### src/rtl/imem_loader_if.sv
// imem_loader_if: byte-stream handshake and instruction-memory write bus.
//   byte_valid/byte_data/byte_ready : byte stream from the host (UART, bench)
//   wr_en/wr_addr/wr_data           : single-cycle word writes into imem
//   modport master : host / memory side (drives bytes, observes writes)
//   modport slave  : loader side (accepts bytes, issues writes)
interface imem_loader_if #(
    parameter int unsigned ADDR_W = 7
);
    logic              byte_valid;
    logic [7:0]        byte_data;
    logic              byte_ready;
    logic              wr_en;
    logic [ADDR_W-1:0] wr_addr;
    logic [31:0]       wr_data;

    modport master (
        output byte_valid,
        output byte_data,
        input  byte_ready,
        input  wr_en,
        input  wr_addr,
        input  wr_data
    );

    modport slave (
        input  byte_valid,
        input  byte_data,
        output byte_ready,
        output wr_en,
        output wr_addr,
        output wr_data
    );
endinterface

### src/rtl/imem_loader.sv
// imem_loader: packs a little-endian byte stream into 32-bit words and writes
// them to instruction memory at sequential addresses from 0, stalling the core
// while the image loads.
// Ports:
//   clk, reset        : clock, synchronous active-high reset
//   start, load_len   : begin a load of load_len words (legal: 1..MEM_WORDS)
//   bus (slave)       : byte stream in, imem write strobe/address/data out
//   word_count        : words written in the current or last load
//   cpu_stall         : high while a load is in progress
//   load_done         : level, last load completed
//   len_err           : sticky, last start carried an illegal load_len
//   checksum_err      : trailer mismatch (0 unless IMEM_LOADER_CHECKSUM_EN)
// Optional feature macro: IMEM_LOADER_CHECKSUM_EN -- a 4-byte trailer word
// follows the data and is compared against the XOR of all written words.
module imem_loader #(
    parameter int unsigned MEM_WORDS = 128,
    parameter int unsigned ADDR_W    = 7,
    parameter int unsigned CNT_W     = 8
) (
    input  logic             clk,
    input  logic             reset,
    input  logic             start,
    input  logic [CNT_W-1:0] load_len,
    imem_loader_if.slave     bus,
    output logic [CNT_W-1:0] word_count,
    output logic             cpu_stall,
    output logic             load_done,
    output logic             len_err,
    output logic             checksum_err
);

    typedef enum logic [2:0] {
        S_IDLE  = 3'd0,
        S_RECV  = 3'd1,
        S_WRITE = 3'd2,
        S_CHECK = 3'd3,
        S_DONE  = 3'd4
    } state_e;

    state_e            state_q, state_d;
    logic [CNT_W-1:0]  len_q, len_d;
    logic [CNT_W-1:0]  word_count_q, word_count_d;
    logic [ADDR_W-1:0] wr_addr_q, wr_addr_d;
    logic [31:0]       wr_data_q, wr_data_d;
    logic              wr_en_q, wr_en_d;
    logic              byte_ready_q, byte_ready_d;
    logic              cpu_stall_q, cpu_stall_d;
    logic              load_done_q, load_done_d;
    logic              len_err_q, len_err_d;
    logic [1:0]        byte_idx_q, byte_idx_d;
    logic [31:0]       asm_q, asm_d;
    logic              accept_c;
    logic              len_ok_c;

`ifdef IMEM_LOADER_CHECKSUM_EN
    logic [31:0]       csum_q, csum_d;
    logic              trailer_q, trailer_d;
    logic              checksum_err_q, checksum_err_d;
`endif

    // Byte moves only while the registered ready is up, i.e. in RECV.
    assign accept_c = byte_ready_q && bus.byte_valid;
    assign len_ok_c = (load_len != '0) && (load_len <= CNT_W'(MEM_WORDS));

    // Next-state and next-output logic.
    always_comb begin
        state_d      = state_q;
        len_d        = len_q;
        word_count_d = word_count_q;
        wr_addr_d    = wr_addr_q;
        wr_data_d    = wr_data_q;
        len_err_d    = len_err_q;
        byte_idx_d   = byte_idx_q;
        asm_d        = asm_q;
`ifdef IMEM_LOADER_CHECKSUM_EN
        csum_d         = csum_q;
        trailer_d      = trailer_q;
        checksum_err_d = checksum_err_q;
`endif

        case (state_q)
            S_IDLE, S_DONE: begin
                if (start) begin
                    if (len_ok_c) begin
                        len_d        = load_len;
                        word_count_d = '0;
                        wr_addr_d    = '0;
                        byte_idx_d   = 2'd0;
                        asm_d        = '0;
                        len_err_d    = 1'b0;
`ifdef IMEM_LOADER_CHECKSUM_EN
                        csum_d         = '0;
                        trailer_d      = 1'b0;
                        checksum_err_d = 1'b0;
`endif
                        state_d      = S_RECV;
                    end else begin
                        // Illegal length: flag it and stay put.
                        len_err_d = 1'b1;
                    end
                end
            end

            S_RECV: begin
                if (accept_c) begin
                    asm_d[{byte_idx_q, 3'b000} +: 8] = bus.byte_data;
                    byte_idx_d = byte_idx_q + 2'd1;
                    if (byte_idx_q == 2'd3) begin
`ifdef IMEM_LOADER_CHECKSUM_EN
                        if (trailer_q) begin
                            state_d = S_CHECK;
                        end else begin
                            wr_data_d = asm_d;
                            state_d   = S_WRITE;
                        end
`else
                        wr_data_d = asm_d;
                        state_d   = S_WRITE;
`endif
                    end
                end
            end

            S_WRITE: begin
                word_count_d = word_count_q + CNT_W'(1);
`ifdef IMEM_LOADER_CHECKSUM_EN
                csum_d = csum_q ^ wr_data_q;
`endif
                if (word_count_d == len_q) begin
                    // Address stays on the last word so it never wraps.
`ifdef IMEM_LOADER_CHECKSUM_EN
                    trailer_d = 1'b1;
                    state_d   = S_RECV;
`else
                    state_d   = S_DONE;
`endif
                end else begin
                    wr_addr_d = wr_addr_q + ADDR_W'(1);
                    state_d   = S_RECV;
                end
            end

`ifdef IMEM_LOADER_CHECKSUM_EN
            // Trailer fully assembled in asm_q; compare, no write.
            S_CHECK: begin
                checksum_err_d = (asm_q != csum_q);
                trailer_d      = 1'b0;
                state_d        = S_DONE;
            end
`endif

            default: state_d = S_IDLE;
        endcase

        // Registered outputs follow the state being entered.
        wr_en_d      = (state_d == S_WRITE);
        byte_ready_d = (state_d == S_RECV);
        cpu_stall_d  = (state_d == S_RECV) || (state_d == S_WRITE) ||
                       (state_d == S_CHECK);
        load_done_d  = (state_d == S_DONE);
    end

    // State and output registers.
    always_ff @(posedge clk) begin
        if (reset) begin
            state_q      <= S_IDLE;
            len_q        <= '0;
            word_count_q <= '0;
            wr_addr_q    <= '0;
            wr_data_q    <= '0;
            wr_en_q      <= 1'b0;
            byte_ready_q <= 1'b0;
            cpu_stall_q  <= 1'b0;
            load_done_q  <= 1'b0;
            len_err_q    <= 1'b0;
            byte_idx_q   <= 2'd0;
            asm_q        <= '0;
        end else begin
            state_q      <= state_d;
            len_q        <= len_d;
            word_count_q <= word_count_d;
            wr_addr_q    <= wr_addr_d;
            wr_data_q    <= wr_data_d;
            wr_en_q      <= wr_en_d;
            byte_ready_q <= byte_ready_d;
            cpu_stall_q  <= cpu_stall_d;
            load_done_q  <= load_done_d;
            len_err_q    <= len_err_d;
            byte_idx_q   <= byte_idx_d;
            asm_q        <= asm_d;
        end
    end

`ifdef IMEM_LOADER_CHECKSUM_EN
    // Checksum accumulator and trailer-phase flag.
    always_ff @(posedge clk) begin
        if (reset) begin
            csum_q         <= '0;
            trailer_q      <= 1'b0;
            checksum_err_q <= 1'b0;
        end else begin
            csum_q         <= csum_d;
            trailer_q      <= trailer_d;
            checksum_err_q <= checksum_err_d;
        end
    end

    assign checksum_err = checksum_err_q;
`else
    assign checksum_err = 1'b0;
`endif

    assign bus.byte_ready = byte_ready_q;
    assign bus.wr_en      = wr_en_q;
    assign bus.wr_addr    = wr_addr_q;
    assign bus.wr_data    = wr_data_q;
    assign word_count     = word_count_q;
    assign cpu_stall      = cpu_stall_q;
    assign load_done      = load_done_q;
    assign len_err        = len_err_q;

endmodule

### src/flat_wrapper.sv
// flat-port wrapper written by rule: the top's interface ports become plain ports
module imem_loader_flat 
#(
    parameter int unsigned MEM_WORDS = 128,
    parameter int unsigned ADDR_W    = 7,
    parameter int unsigned CNT_W     = 8
)
  (clk, reset, start, load_len, word_count, cpu_stall, load_done, len_err, checksum_err, bus_byte_valid, bus_byte_data, bus_byte_ready, bus_wr_en, bus_wr_addr, bus_wr_data);
  imem_loader_if #(.ADDR_W(ADDR_W)) bus_i ();
  input  logic clk;
  input  logic reset;
  input  logic start;
  input  logic [CNT_W-1:0] load_len;
  output logic [CNT_W-1:0] word_count;
  output logic cpu_stall;
  output logic load_done;
  output logic len_err;
  output logic checksum_err;
  input wire logic [$bits(bus_i.byte_valid)-1:0] bus_byte_valid;
  input wire logic [$bits(bus_i.byte_data)-1:0] bus_byte_data;
  output wire logic [$bits(bus_i.byte_ready)-1:0] bus_byte_ready;
  output wire logic [$bits(bus_i.wr_en)-1:0] bus_wr_en;
  output wire logic [$bits(bus_i.wr_addr)-1:0] bus_wr_addr;
  output wire logic [$bits(bus_i.wr_data)-1:0] bus_wr_data;
  assign bus_i.byte_valid = bus_byte_valid;
  assign bus_i.byte_data = bus_byte_data;
  assign bus_byte_ready = bus_i.byte_ready;
  assign bus_wr_en = bus_i.wr_en;
  assign bus_wr_addr = bus_i.wr_addr;
  assign bus_wr_data = bus_i.wr_data;
  imem_loader #(.MEM_WORDS(MEM_WORDS), .ADDR_W(ADDR_W), .CNT_W(CNT_W)) u_core (.clk(clk), .reset(reset), .start(start), .load_len(load_len), .bus(bus_i), .word_count(word_count), .cpu_stall(cpu_stall), .load_done(load_done), .len_err(len_err), .checksum_err(checksum_err));
endmodule
### config.mk
export PLATFORM = sky130hd
export DESIGN_NAME = imem_loader_flat
export DESIGN_NICKNAME = d
export VERILOG_FILES = /design/src/rtl/imem_loader_if.sv /design/src/rtl/imem_loader.sv /design/src/flat_wrapper.sv
export SDC_FILE = /design/constraint.sdc
export NUM_CORES = 1
export LEC_CHECK = 0
export ABC_AREA = 1
export CORE_UTILIZATION = 50
export CTS_CLUSTER_DIAMETER = 50
export CTS_CLUSTER_SIZE = 10
export DETAILED_ROUTE_END_ITERATION = 12
export PLACE_DENSITY = 0.81
export SETUP_SLACK_MARGIN = 0.4
export SLEW_MARGIN = 25
export SYNTH_ARGS = -nofsm -noshare
export SYNTH_HDL_FRONTEND = slang
export SYNTH_SLANG_ARGS = --single-unit
### constraint.sdc
create_clock -name clk -period 3.8 [get_ports clk]
set_clock_uncertainty 0.05 [all_clocks]
set_input_delay 0.76 -clock clk [delete_from_list [all_inputs] [get_ports clk]]
set_output_delay 0.76 -clock clk [all_outputs]
set_load 0.01 [all_outputs]
## Word level (Yosys, flattened, before mapping)

Index checks and enable logic that the tools add are counted.

- Memory bits (read-only): 0
- Latch bits: 0
- RAM bits: 0
- Output and inout bits: 53
- Memories kept: 0
- Register bits: 97

- Reduce and logical (&&, ||, !) cells: 15
- $add $sub $neg: 4
- Div/mod/pow operators: 0
- Shift operators: 2
- Bitwise operators: 0
- Order comparisons: 1
- Equality and inequality tests: 13
- Mux-type cells: 23
- $mul: 0

Operators by type and width:

| kind | count |
|---|---|
| $mux W32 | 3 |
| $pmux W32 S2 | 1 |
| $bwmux W32 | 1 |
| $shift A8 B7 Y32 const A | 1 |
| $shiftx A8 B7 Y32 | 1 |
| $mux W7 | 3 |
| $mux W8 | 2 |
| $pmux W8 S2 | 1 |
| $mux W3 | 5 |
| $pmux W7 S2 | 1 |
| $eq A3 B2 Y1 const B | 3 |
| $pmux W3 S3 | 1 |
| $reduce_and A3 Y1 | 3 |
| $add A8 B1 Y8 const B | 1 |
| $eq A8 B8 Y1 | 1 |
| $le A8 B8 Y1 const B | 1 |
| $reduce_and A4 Y1 | 2 |
| $reduce_bool A8 Y1 | 1 |
| $add A7 B1 Y7 const B | 1 |
| $neg A5 Y7 | 1 |
| $eq A3 B1 Y1 const B | 2 |
| $eq A3 B3 Y1 const B | 2 |
| $mux W2 | 3 |
| $ne A2 B1 Y1 const B | 2 |
| 11 further kinds | 15 |

## Depth between registers and ports, before layout

- Depth after elaboration: 8
- Gate-level depth with buffers: 14

## Worst setup path after synthesis

No wires, ideal clock.

- Kind: input -> register
- From: input port load_len[4]
- To: register u_core.asm_q[16]
- Path buffers: 1
- Setup time: 0.116 ns
- Slack: 1.765 ns
- Data arrival time: 1.869 ns
- Cell stages on the path: 9
- Cells stage by stage: nor3_1 > nand2_1 > or2_1 > nand2_1 > nand2_1 > nand2_2 > inv_4 > buf_4 > o211a_1

- Cells in the longest elaborated chain, start to end: 4
- Elaborated cells between the ends (all ways): 5

Ends and longest elaborated chain:

| item | line | source |
|---|---|---|
| from (decl) | flat_wrapper.sv:13 | `input logic [CNT_W-1:0] load_len;` |
| $le A8 B8 Y1 or $reduce_bool A8 Y1 (tied branches) | imem_loader.sv:63 | `assign len_ok_c = (load_len != '0) && (load_len <= CNT_W'(MEM_WORDS));` |
| $logic_and A1 B1 Y1 * | imem_loader.sv:63 |  |
| $ne A2 B1 Y1 (no line) * | -- |  |
| $reduce_and A4 Y1 (no line) * | -- |  |
| to (signal assigned) | imem_loader.sv:190 | `asm_q <= asm_d;` |
| to (decl) | imem_loader.sv:51 | `logic [31:0] asm_q, asm_d;` |

Mark *: on every way between the ends. The rest lies on a longest branch, timed or not.
A chain may end at the register's enable or synchronous reset.

## Worst setup path after layout

- From: register u_core.state_q[0]
- To: register u_core.wr_data_q[8] (netlist: u_core.bus.wr_data[8])

- Cells in the longest elaborated chain, start to end: 2

Ends and longest elaborated chain:

| item | line | source |
|---|---|---|
| from (decl) | imem_loader.sv:40 | `state_e state_q, state_d;` |
| from (signal assigned) | imem_loader.sv:179 | `state_q <= state_d;` |
| $eq A3 B1 Y1 | imem_loader.sv:81 | `case (state_q)` |
| $reduce_and A3 Y1 (no line) | -- |  |
| to (signal assigned) | imem_loader.sv:183 | `wr_data_q <= wr_data_d;` |
| to (decl) | imem_loader.sv:44 | `logic [31:0] wr_data_q, wr_data_d;` |

Every way passes these cells.

==> results.json <==
{
  "status": "finished, final reports clean",
  "drive_gt1_share_pct": 9.179,
  "p_leak_uw": 0.002130,
  "r2r-start": "u_core.state_q[0]$_SDFF_PP0_",
  "grt_max_degree": 55,
  "ant_nets": 0,
  "synth-warning-count": 0,
  "cts.htree.levels": 3,
  "grt_pass1_wl_um": 18690,
  "syn_area_um2": 4516,
  "clk_pin_slew_ns": 0.09,
  "fin_crit_sh_pct": 71.11,
  "start_kind": "register",
  "worstHoldPathCells": 2,
  "via_count": 4183,
  "grt_usage_pct": 24.30,
  "diodes": 0,
  "core_um2": 8721,
  "std_cell_rows": 34,
  "critPathMaxFanout": 22,
  "synthAdderAreaFrac_pct": 2.217,
  "fp.dieW_um": 97.03,
  "fp.dieH_um": 97.03,
  "synth-seq-area-share_pct": 43.00,
  "rsz0062_at_grt": "no",
  "slew_headroom_pct": 39.69,
  "maxCapViolations": 0,
  "cpMaxStageDelayCell": "nor2_1",
  "synth.area.mux_share_pct": 0,
  "synthToLayoutAreaGrowth_pct": 20.14,
  "place_hpwl_um": 7663,
  "ir_worst_vdd_mv": 0.2134,
  "yosys.area_share.xor_xnor_pct": 1.358,
  "drc": 0,
  "synth_cell_types": 40,
  "tns_ns": 0,
  "portBuffers": 71,
  "cts_tree": "yes",
  "place_ws_ns": 0.7987,
  "worst_pin_slew_ns": 0.9047,
  "via_per_inst": 5.738,
  "clock_path_buffers": 2,
  "slowest_delay_ns": 0.57,
  "clk_latency_ns": 0.37,
  "dr.first_iter.drc_count": 400,
  "clock-sinks": 97,
  "post_dp_cell_area_um2": 5211,
  "wire_per_inst_um": 15.56,
  "ff2ff_setup_slack_ns": 1.10,
  "nNetsFinal": 644,
  "die-area_um2": 9415,
  "cts.repair.resized": 0,
  "fill_cells": 741,
  "gp_congestion": 0.7957,
  "min_period_ns": 2.702,
  "worst_setup_path_end_kind": "register",
  "arrival_ns": 2.94,
  "worst_ep_required_time_ns": 4.04,
  "critPathKind": "register to register",
  "path_cells": "inv_2 > nor3_4 > nand3_2 > nor2_1 > inv_1 > o21ai_0",
  "synth_compound_area_share_pct": 22.64,
  "fin_area_um2": 5425,
  "worstHoldStart": "u_core.len_q[0]$_SDFFE_PP0P_",
  "grt_pass1_vias": 3956,
  "post_cts_buffers": 0,
  "reg2reg_depth": 6,
  "setup_violations": 0,
  "synth_nets": 593,
  "ctsHoldBuffers": 0,
  "cts_root_buf": "clkbuf_8",
  "drt_wl_total_um": 11340,
  "hold_end": "u_core.len_q[0]$_SDFFE_PP0P_",
  "io_pins": 73,
  "drtPass1Iterations": 5,
  "hold_class": "register to register",
  "final_hold_viol_count": 0,
  "initial_core_util_pct": 51.78,
  "antenna_found_initial": 0,
  "drv_slew": 0,
  "synth-seq-cells": 97,
  "synthSimpleGateAreaFrac_pct": 21.92,
  "overflow": 0,
  "avgSynthCellArea_um2": 7.992,
  "synth_top_family_by_area": "compound AO/OA/AOI/OAI gates",
  "fin_ws_ns": 1.098,
  "powerDensity_nw_per_um2": 387.1,
  "cts-buffers-inserted": 9,
  "rr_endpoint": "u_core.bus.wr_data[8]$_SDFFE_PP0P_",
  "syn_inst": 565,
  "fmax_mhz": 370.1
}
## layout by cell type, fill, tap and decap left out, drive strengths merged
cell,Yosys,routed
dfxtp,97,97
nand2,79,79
clkdlybuf4s50,0,71
nand3,66,66
o21ai,63,63
inv,54,55
a21oi,43,43
nor2,41,41
o211a,13,13
a32oi,12,12
clkbuf,18,11
a211oi,10,10
nand4,8,8
o22ai,8,8
ha,8,8
a22oi,6,6
buf,18,5
xor2,4,4
nor3,4,4
xnor2,3,3
a32o,2,2
a31oi,2,2
clkinvlp,0,2
clkinv,1,2
or2,1,1
nand3b,1,1
and2,1,1
and3,1,1
conb,1,1
bufinv,0,1
## metrics by stage
stage / std cells / total power (uW) / hold slack (ns) / utilization (%)
after detailed placement: 713 / 1402 / 0.4086 / 59.76
after CTS: 729 / 2101 / 0.4220 / 62.21
final: 729 / 2100 / 0.4253 / 62.21
after floorplan: 565 / 1327 / 0.3854 / -
after global routing: 729 / 2187 / 0.4463 / 62.21
after global placement: 713 / 1390 / 0.4014 / 59.76
## area by class of cell
class,instances,area (um2),area share (%)
clock buffer,11,151.4,2.791
tap,108,135.1,2.491
inverter,55,209.0,3.851
multi-input combinational,377,2177,40.13
timing repair buffer,76,748.2,13.79
clock inverter,5,62.56,1.153
sequential,97,1942,35.79
## registers in the layout (all words and copies together) (netlist names)
name	flops
u_core.asm_q	32
u_core.bus.wr_data	32
u_core.len_q	8
u_core.word_count	8
u_core.bus.wr_addr	7
u_core.state_q	3
u_core.byte_idx_q	2
u_core.bus.byte_ready	1
u_core.bus.wr_en	1
u_core.cpu_stall	1
u_core.len_err	1
u_core.load_done	1
## per-layer routing
metal	GRT usage [%]	wire length [um]	vias to the layer above
met2	38.19	5271	151
li1	-	-	2040
met3	3.902	604	28
met1	32.43	5153	1964
met5	0	0	-
met4	11.94	312	0
## cells in the mapped netlist, drive strengths merged
master  instances  area share, %
conb            1          0.083
nor3            4           0.94
a21oi          43            4.8
clkinv          1          0.083
inv            54            4.5
and2            1           0.19
o22ai           8            1.1
or2             1           0.14
nand4           8            1.1
a32oi          12            2.3
ha              8            2.2
clkbuf         18            1.5
nor2           41            4.2
nand2          79            7.2
xor2            4           0.78
o211a          13            2.9
nand3          66            7.8
a211oi         10            2.8
buf            18            2.7
xnor2           3           0.58
a31oi           2           0.28
and3            1           0.14
nand3b          1           0.17
o21ai          63            7.0
dfxtp          97             43
a22oi           6            1.0
a32o            2           0.44
## report_power, final
| group | internal [uW] | switching, uW |
|---|---|---|
| Sequential | 1060 | 27.9 |
| Clock | 344 | 370 |
| Combinational | 104 | 195 |
| Total | 1510 | 593 |
## logic make-up (layout without fill, tap and decap cells)
group                    Yosys count  count (layout)
AO/OA/AOI/OAI                    159             159
adder cells (fa/ha/maj)            8               8
buffers and inverters             91             147
other                              1               1
XOR/XNOR                           7               7
flip-flops                        97              97
AND/OR/NAND/NOR                  202             202
## critical path: cells and delay by family (launching register included)
family,cells,cell delay (ns)
buffers and inverters,2,0.61
AOI/OAI and AO/OA,1,0.27
and+or+nand+nor,3,1.26
DFF,1,0.42
## how the worst max path moves through the flow
| stage | start | to | slack [ns] |
|---|---|---|---|
| 6_report | u_core.state_q[0]$_SDFF_PP0_ | u_core.bus.wr_data[8]$_SDFFE_PP0P_ | 1.10 |
| 5_1_grt | u_core.byte_idx_q[0]$_SDFFE_PP0P_ | u_core.asm_q[29]$_SDFFE_PP0P_ | 0.87 |
| 4_1_cts | u_core.byte_idx_q[0]$_SDFFE_PP0P_ | u_core.asm_q[29]$_SDFFE_PP0P_ | 1.12 |
| 3_5_place_dp | bus_byte_valid | u_core.bus.wr_data[9]$_SDFFE_PP0P_ | 0.80 |
| 3_3_place_gp | bus_byte_valid | u_core.bus.wr_data[9]$_SDFFE_PP0P_ | 0.91 |
| 2_1_floorplan | load_len[4] | u_core.asm_q[16]$_SDFFE_PP0P_ | 1.76 |
No activity file was read; power rests on OpenSTA's default activity.
